`config.mk`:
```
export PLATFORM = sky130hd
export DESIGN_NAME = proc_req_sequencer
export DESIGN_NICKNAME = d
export VERILOG_FILES = /design/src/rtl/proc_req_sequencer_pkg.sv /design/src/rtl/proc_req_sequencer.sv
export SDC_FILE = /design/constraint.sdc
export NUM_CORES = 1
export LEC_CHECK = 0
export CAP_MARGIN = 20
export CORE_UTILIZATION = 64
export CTS_CLUSTER_DIAMETER = 100
export CTS_CLUSTER_SIZE = 8
export DETAILED_ROUTE_END_ITERATION = 16
export PLACE_DENSITY = 0.84
export RECOVER_POWER = 100
export SYNTH_ARGS = -nofsm -noshare
export SYNTH_HDL_FRONTEND = slang
export SYNTH_SLANG_ARGS = --single-unit
```
`constraint.sdc`:
```
create_clock -name clk -period 7.75 [get_ports clk]
set_input_delay 2.325 -clock clk [delete_from_list [all_inputs] [get_ports clk]]
set_output_delay 2.325 -clock clk [all_outputs]
set_load 0.03 [all_outputs]
```
`src/rtl/proc_req_sequencer_pkg.sv`:
```
// rtl/proc_req_sequencer_pkg.sv - shared constants for the processor request sequencer
// Purpose: program entry kinds, request op encoding and sequencer state encoding.
// Ports: none (package).
package proc_req_sequencer_pkg;

  // Entry kind field, top two bits of a program word. KIND_RSVD behaves as NOP.
  typedef enum logic [1:0] {
    KIND_NOP  = 2'd0,
    KIND_REQ  = 2'd1,
    KIND_HALT = 2'd2,
    KIND_RSVD = 2'd3
  } kind_e;

  localparam logic OP_READ  = 1'b0;
  localparam logic OP_WRITE = 1'b1;

  typedef enum logic [1:0] {
    ST_IDLE     = 2'd0,
    ST_EXEC     = 2'd1,
    ST_WAIT_RSP = 2'd2,
    ST_DONE     = 2'd3
  } state_e;

endpackage

```
`src/rtl/proc_req_sequencer.sv`:
```
// rtl/proc_req_sequencer.sv - programmable processor-side request generator
// Purpose: replays a loaded program of NOP/REQ/HALT entries as valid/ready
//   requests, waits for read responses and records the last read data.
// Ports:
//   clk, rst_n                  clock, synchronous active-low reset
//   load_en/load_idx/load_word  program write port (honoured only when not busy)
//   start                       run program from slot 0 (ignored while busy)
//   req_valid/req_ready         request handshake; req_op/req_addr/req_data payload
//   rsp_valid/rsp_data          read response, accepted only while waiting for one
//   last_rd_data                most recently captured read data
//   issued_count                handshakes accepted in the current run
//   busy, done                  run in progress / run finished
module proc_req_sequencer
  import proc_req_sequencer_pkg::*;
#(
  parameter  int ADDR_W = 8,
  parameter  int DATA_W = 8,
  parameter  int DEPTH  = 16,
  localparam int IW     = 2 + 1 + ADDR_W + DATA_W,
  localparam int PW     = $clog2(DEPTH),
  localparam int CW     = $clog2(DEPTH + 1)
) (
  input  logic              clk,
  input  logic              rst_n,
  input  logic              load_en,
  input  logic [PW-1:0]     load_idx,
  input  logic [IW-1:0]     load_word,
  input  logic              start,
  output logic              req_valid,
  input  logic              req_ready,
  output logic              req_op,
  output logic [ADDR_W-1:0] req_addr,
  output logic [DATA_W-1:0] req_data,
  input  logic              rsp_valid,
  input  logic [DATA_W-1:0] rsp_data,
  output logic [DATA_W-1:0] last_rd_data,
  output logic [CW-1:0]     issued_count,
  output logic              busy,
  output logic              done
);

  // Program memory is deliberately not reset so a run can be replayed after rst_n.
  logic [IW-1:0] prog_q [DEPTH];

  state_e            state_q, state_d;
  logic [PW-1:0]     pc_q, pc_d;
  logic [CW-1:0]     cnt_q, cnt_d;
  logic [DATA_W-1:0] last_q, last_d;

  logic [IW-1:0]     entry;
  logic [1:0]        ent_kind;
  logic              ent_op;
  logic [ADDR_W-1:0] ent_addr;
  logic [DATA_W-1:0] ent_data;
  logic              pc_last;

  assign entry    = prog_q[pc_q];
  assign ent_kind = entry[IW-1 -: 2];
  assign ent_op   = entry[ADDR_W + DATA_W];
  assign ent_addr = entry[ADDR_W + DATA_W - 1 -: ADDR_W];
  assign ent_data = entry[DATA_W-1:0];
  assign pc_last  = (pc_q == PW'(DEPTH - 1));

  assign busy         = (state_q == ST_EXEC) || (state_q == ST_WAIT_RSP);
  assign done         = (state_q == ST_DONE);
  assign issued_count = cnt_q;
  assign last_rd_data = last_q;

  always_ff @(posedge clk) begin
    if (load_en && !busy) begin
      prog_q[load_idx] <= load_word;
    end
  end

  always_ff @(posedge clk) begin
    if (!rst_n) begin
      state_q <= ST_IDLE;
      pc_q    <= '0;
      cnt_q   <= '0;
      last_q  <= '0;
    end else begin
      state_q <= state_d;
      pc_q    <= pc_d;
      cnt_q   <= cnt_d;
      last_q  <= last_d;
    end
  end

  always_comb begin
    state_d   = state_q;
    pc_d      = pc_q;
    cnt_d     = cnt_q;
    last_d    = last_q;
    req_valid = 1'b0;
    req_op    = 1'b0;
    req_addr  = '0;
    req_data  = '0;

    unique case (state_q)
      ST_IDLE, ST_DONE: begin
        if (start) begin
          pc_d    = '0;
          cnt_d   = '0;
          state_d = ST_EXEC;
        end
      end

      ST_EXEC: begin
        if (ent_kind == KIND_REQ) begin
          req_valid = 1'b1;
          req_op    = ent_op;
          req_addr  = ent_addr;
          req_data  = (ent_op == OP_WRITE) ? ent_data : '0;
          if (req_ready) begin
            cnt_d = cnt_q + CW'(1);
            if (ent_op == OP_WRITE) begin
              if (pc_last) state_d = ST_DONE;
              else         pc_d    = pc_q + PW'(1);
            end else begin
              state_d = ST_WAIT_RSP;
            end
          end
        end else if (ent_kind == KIND_HALT) begin
          state_d = ST_DONE;
        end else begin
          // NOP and reserved kinds: one cycle, then advance without wrapping.
          if (pc_last) state_d = ST_DONE;
          else         pc_d    = pc_q + PW'(1);
        end
      end

      ST_WAIT_RSP: begin
        if (rsp_valid) begin
          last_d = rsp_data;
          if (pc_last) begin
            state_d = ST_DONE;
          end else begin
            pc_d    = pc_q + PW'(1);
            state_d = ST_EXEC;
          end
        end
      end

      default: state_d = ST_IDLE;
    endcase
  end

endmodule

```
==> results of run 1 <==
cells by family (layout without fill, tap and decap cells):
group / Yosys count / after routing / share of synthesized area
compound gates: 46 / 46 / 0.0272
xor+xnor: 1 / 1 / 0.000680
fa+ha+maj: 5 / 5 / 0.00486
buf+inv: 39 / 163 / 0.0135
flops: 327 / 327 / 0.745
mux: 103 / 103 / 0.170
other cells: 0 / 2 / 0
simple gates: 91 / 91 / 0.0385
sequential cells by signal, indices dropped and copies added, names as in the netlist, named ones only:
name and flops:
state_q 2, pc_q 4, last_rd_data 8, prog_q 304
issued_count 5
critical path, stage by stage, from the launching register on:
cell and delay (ns):
dfxtp_2 1.42, mux2i_1 0.49, nor3_4 0.13, o21ai_2 0.63, or2_1 0.73, nor2b_2 0.11, dlygate4sd3_1 0.72
path summary, 6_finish.rpt:
path	startpoint	to	slack [ns]	cells past startpoint
worst min-delay path	last_rd_data[5]	last_rd_data[5]	0.46	2
worst max register to register	state_q[0]	prog_q[6][15]	3.89	6
worst min register to register	last_rd_data[5]	last_rd_data[5]	0.46	2
worst max-delay path	register	req_data[0]	0.65	6
metal layers:
layer / routed length [µm] / part of all wire / vias to the layer above / global-route usage
li1: - / - / 2768 / -
met1: 10800 / 0.35 / 3482 / 0.387
met2: 15800 / 0.52 / 454 / 0.530
met3: 2700 / 0.089 / 99 / 0.0786
met4: 1200 / 0.039 / 0 / 0.129
met5: 0 / 0 / - / 0
stage by stage:
step                      setup WS, ns  power, µW   util  hold WS, ns
after CTS                        0.868       4040  0.777        0.459
after global routing             0.383       4130  0.771        0.474
after detailed placement          1.49       2280  0.713        0.452
after floorplan                   3.05       2180      -        0.497
final                            0.648       4020  0.771        0.457
after global placement            1.61       2260  0.712        0.446
report_power, final:
| group | total (µW) | internal, µW | switching (µW) |
|---|---|---|---|
| Sequential | 1990 | 1960 | 32.0 |
| Combinational | 253 | 122 | 131 |
| Clock | 1780 | 1090 | 684 |
| Total | 4020 | 3170 | 848 |
final cells by class:
cell class | count | share of cell area
multi-input combinational | 246 | 0.206
timing repair buffer | 86 | 0.0507
tap | 265 | 0.0220
inverter | 11 | 0.00273
clock buffer | 65 | 0.0824
clock inverter | 1 | 0.000580
antenna | 2 | 0.000331
sequential | 327 | 0.635
Yosys cell counts (2+ instances only):
cell | count | area (µm²)
a21oi_1 | 11 | 55.1
a31oi_1 | 3 | 18.8
and2_1 | 2 | 12.5
buf_2 | 10 | 50.1
buf_6 | 2 | 22.5
clkbuf_1 | 16 | 60.1
dfxtp_1 | 23 | 460
edfxtp_1 | 304 | 9130
ha_1 | 5 | 62.6
inv_1 | 9 | 33.8
inv_2 | 2 | 7.51
mux2_2 | 3 | 33.8
mux2i_1 | 7 | 70.1
mux4_2 | 91 | 2050
nand2_1 | 22 | 82.6
nand2b_1 | 6 | 37.5
nand3_1 | 13 | 65.1
nand4_1 | 5 | 31.3
nor2_1 | 16 | 60.1
nor2b_1 | 8 | 50.1
nor2b_2 | 8 | 70.1
nor3_1 | 5 | 25.0
o211a_1 | 3 | 30.0
o211ai_1 | 3 | 22.5
o21a_1 | 3 | 22.5
o21ai_0 | 3 | 15.0
o21ai_1 | 2 | 10.0
o21ai_2 | 2 | 17.5
o221a_1 | 3 | 33.8
o311ai_1 | 2 | 17.5
o31ai_1 | 3 | 22.5
o32ai_1 | 2 | 17.5
layout by cell type, fill, tap and decap left out, drive strengths merged, types with 3 or more instances in the layout:
| cell | n |
|---|---|
| o211a | 3 |
| o21ai | 7 |
| buf | 3 |
| clkdlybuf4s50 | 18 |
| o221a | 3 |
| nor2b | 16 |
| o211ai | 3 |
| a21oi | 11 |
| inv | 12 |
| nand4 | 5 |
| ha | 5 |
| dfxtp | 23 |
| mux4 | 92 |
| a31oi | 3 |
| clkbuf | 79 |
| nor3 | 6 |
| edfxtp | 304 |
| dlygate4sd3 | 51 |
| mux2 | 3 |
| o21a | 4 |
| nor2 | 16 |
| nand2b | 6 |
| o31ai | 3 |
| nand3 | 13 |
| mux2i | 8 |
| nand2 | 22 |
==> results by group, run 1 <==
Die
  – Rows: 51
  – Die area: 0.0207 mm²
  – Io pins: 70
  – Core Box Area: 0.0196 mm²
  – Die Ht: 144 µm
  – Initial core utilization: 0.657
  – Die width: 144 µm

Placed design
  – I/O Buffers: 69
  – Placed cell area: 0.0140 mm²
  – Final GP Congestion: 0.833
  – Placed Instances: 935
  – Dpl hpwl: 15.2 mm

GRT
  – GRT Util Overall: 0.313
  – Initial antenna violation count: 2
  – Pin count of the biggest net entering global routing: 46
  – Vias in the first global route: 7005
  – Total gr overflow: 0
  – First-pass GRT wire length: 44.3 mm

Clocking
  – Clk Latency, worst-skew pair: 0.52 ns
  – Clock sinks: 327
  – Clk pin slew, worst setup/hold paths: 0.05 ns
  – Postcts setup bufs: 0
  – CTS tree: yes
  – Clock Path Buffers: 3
  – Num CTS Buffers: 46
  – Post-cts resize count: 0
  – Clock root cell: clkbuf_16
  – Post-CTS Hold Fix Bufs: 0
  – Depth of the CTS H-tree: 2

Power
  – Peak supply drop: 193 µV
  – Leak: 0.00482 µW
  – Power per Cell Area: 266 mW/mm²

Final layout
  – Final cell count without fillers: 1003
  – Area grow syn2layout: 17.3%
  – Register area: 0.00959 mm²
  – Nets: 760
  – Share of cells above drive strength 1: 0.227
  – Fillers: 1000
  – Final instance area: 0.0151 mm²
  – Multi-input gate area: 0.00311 mm²

Drt
  – ANT nets after route: 0
  – Wire per inst: 30.4 µm
  – DR pass1 iterations: 4
  – Via count: 6803
  – 1st-iter DRT viols: 653
  – Final wirelength: 30.5 mm
  – Drc violations: 0
  – Via density: 6.78

Run status
  – Status: complete, but fails checks
  – Failing checks: max-capacitance violations, max-slew violations

Min path
  – Min-Delay Path Class: register to register

Synth
  – Synthesized flop and latch total: 327
  – Synth Flop Type: edfxtp_1
  – Async S/R FF share, synth: 0
  – Number of library cell types mapped by synthesis: 47
  – Number of synthesized flops with an enable pin: 304
  – Average cell area after synthesis: 21.0 µm²
  – Yosys warning total: 0
  – Post-Synthesis Cells: 612
  – Mapped Nets: 654
  – Seq/Total Area, Yosys: 0.745
  – Cell Area, Synth: 0.0129 mm²

Timing
  – RSZ-0062 raised after global routing: no
  – Least-Margin Pin Slew: 2.65 ns
  – Max_slew headroom: -0.771
  – F_max: 0.141 GHz
  – Fin Setup TNS: 0 ns
  – Final setup fails: 0
  – Fin. Hold Viols: 0
  – Final Max Tran Viols: 266
  – Final min period: 7.10 ns
  – Period utilisation layout: 0.916
  – Skew final: 0.00665 ns

Flow run
  – Max Cap Violations: 12

Worst setup path
  – Crit path kind: register to output port
  – Req. time, crit path: 5.43 ns
  – Startpoint Class: register
  – CP Capture Type: output port
  – Data arrival, critical path: 4.78 ns
  – Worst-path fanout max: 45
No activity file was read; power rests on OpenSTA's default activity.
==> run 2, diff against run 1 <==
MAX_ROUTING_LAYER = met4   (was unset)
==> run 2 against run 1 <==
Compared with the run above: worst setup slack improved by 0.038 ns; largest cell class unchanged; largest power group unchanged; the run still ends with max-capacitance violations, max-slew violations left; count of clock-buffer cells in the layout did not move; combinational power barely moved; highest routed layer unchanged.
==> results by group, run 2 (synthesis gave the netlist of run 1 again) <==
Final layout
  – Number of flip-flops in the largest register: 304 (unchanged)
  – Commonest non-fill, non-tap cell in the layout: edfxtp_1
  – Commonest non-fill, non-tap cells in the layout: edfxtp_1 (304), mux4_2 (91), dlygate4sd3_1 (51)
  – Top reg by flops: prog_q
  – Core Util, Final: 0.771 (about the same)
  – Nets: 760 (unchanged)
  – Share of cells above drive strength 1: 0.227 (unchanged)
  – Area grow syn2layout: 17.3% (about the same)

Timing
  – Skew final: 0.00552 ns (-0.00114 ns)
  – Fin Setup TNS: 0 ns (unchanged)
  – RSZ-0062 raised after global routing: no
  – Final Max Tran Viols: 246 (-7.5%)
  – Least-Margin Pin Slew: 2.65 ns (-0.000449 ns)
  – Fin. Hold Viols: 0 (unchanged)
  – Period utilisation layout: 0.911 (-0.00485)
  – Max_slew headroom: -0.771 (about the same)
  – Setup ws final: 0.686 ns (+0.0376 ns)
  – Final setup fails: 0 (unchanged)
  – F_max: 0.142 GHz (+0.53%)
  – Final min period: 7.06 ns (-0.0376 ns)

Worst setup path
  – Crit path cell chain: mux2i_1 > nor3_4 > o21ai_2 > or2_1 > nor2b_2 > dlygate4sd3_1
  – Data arrival, critical path: 4.74 ns (-0.04 ns)
  – Req. time, crit path: 5.43 ns (about the same)
  – Worst-path fanout max: 45 (unchanged)
  – Crit path kind: register to output port
  – CP Capture Type: output port
  – Crit-path max cell delay: 1.41 ns (about the same)
  – CP max stage cell: dfxtp_2
  – Startpoint Class: register

Placed design
  – Pre-CTS setup slack: 1.49 ns (unchanged)
  – Dpl hpwl: 15.2 mm (unchanged)
  – Final GP Congestion: 0.846 (+1.5%)
  – I/O Buffers: 69 (unchanged)

Clocking
  – Clock sinks: 327 (unchanged)
  – Postcts setup bufs: 0 (unchanged)
  – Clock root cell: clkbuf_16
  – Num CTS Buffers: 46 (unchanged)
  – Clock Path Buffers: 3 (unchanged)
  – Clk Latency, worst-skew pair: 0.52 ns (about the same)
  – Post-CTS Hold Fix Bufs: 0 (unchanged)
  – Clk pin slew, worst setup/hold paths: 0.05 ns (about the same)
  – Post-cts resize count: 0 (unchanged)
  – CTS tree: yes
  – Depth of the CTS H-tree: 2 (unchanged)

Flow run
  – Max Cap Violations: 12 (unchanged)

Drt
  – Via density: 6.78 (about the same)
  – Via count: 6809 (+0.088%)
  – DR pass1 iterations: 5 (+1)
  – Final wirelength: 30.4 mm (-0.27%)
  – Drc violations: 0 (unchanged)
  – 1st-iter DRT viols: 692 (+6.0%)
  – Wire per inst: 30.3 µm (-0.37%)
  – ANT nets after route: 0 (unchanged)

GRT
  – GRT Util Overall: 0.322 (+0.00970)
  – First-pass GRT wire length: 44.3 mm (about the same)
  – Total gr overflow: 0 (unchanged)
  – Vias in the first global route: 6990 (-0.21%)
  – Initial antenna violation count: 2 (unchanged)
  – Pin count of the biggest net entering global routing: 46 (unchanged)

Power
  – Power per Cell Area: 266 mW/mm² (-0.14%)
  – Peak supply drop: 193 µV (+0.11%)
  – Leak: 0.00482 µW (about the same)

Run status
  – Status: complete, but fails checks
  – Failing checks: max-capacitance violations, max-slew violations

Die
  – Die Ht: 144 µm (unchanged)
  – Io pins: 70 (unchanged)
  – Die width: 144 µm (unchanged)
  – Die area: 0.0207 mm² (unchanged)
  – Initial core utilization: 0.657 (unchanged)
  – Core Box Area: 0.0196 mm² (unchanged)
  – Rows: 51 (unchanged)

Min path
  – Min-Delay Path Class: register to register
[run 2: path summary, 6_finish.rpt]
path	start	endpoint	slack (ns)	cells after the start
setup / recovery	register	req_data[0]	0.69	6
hold reg to reg	last_rd_data[1]	last_rd_data[1]	0.46	2
setup reg to reg	state_q[0]	prog_q[5][8]	3.85	6
hold / removal	last_rd_data[1]	last_rd_data[1]	0.46	2
[run 2: layout make-up]
class                           count  area, µm²
Fill cell                         999       4490
Clock buffer                       65       1240
Clock inverter                      1       8.76
Sequential cell                   327       9590
Tap cell                          265        332
Inverter                           11       41.3
Multi-Input combinational cell    246       3110
Timing Repair Buffer               86        766
Antenna cell                        3       7.51
[run 2: through the flow]
| step | hold WS (ns) | instances | cell area [µm²] | total power, µW |
|---|---|---|---|---|
| final | 0.460 | 1004 | 15100 | 4020 |
| after detailed placement | 0.452 | 935 | 14000 | 2280 |
| after global routing | 0.474 | 1003 | 15100 | 4130 |
| after floorplan | 0.497 | 612 | 12900 | 2180 |
| after global placement | 0.446 | 934 | 14000 | 2260 |
| after CTS | 0.459 | 1001 | 15200 | 4040 |
[run 2: report_power, final]
group          switching, µW  internal [µW]  leakage (µW)
Clock                    679           1090      0.000605
Combinational            132            122       0.00128
Sequential              32.1           1960       0.00293
Total                    843           3170       0.00482
[run 2: worst max-delay path: cells and delay by family (launching register included)]
kind            cells  cell delay (ns)
flops               1             1.41
simple gates        3             0.95
buf+inv             1             0.72
compound gates      1             0.62
mux                 1             0.48
[run 2: metal layers]
layer / global-route usage / wire [µm] / up-vias
li1: - / - / 2764
met1: 0.389 / 11000 / 3501
met3: 0.0763 / 2510 / 94
met5: - / 0 / -
met2: 0.530 / 15800 / 450
met4: 0.129 / 1110 / 0
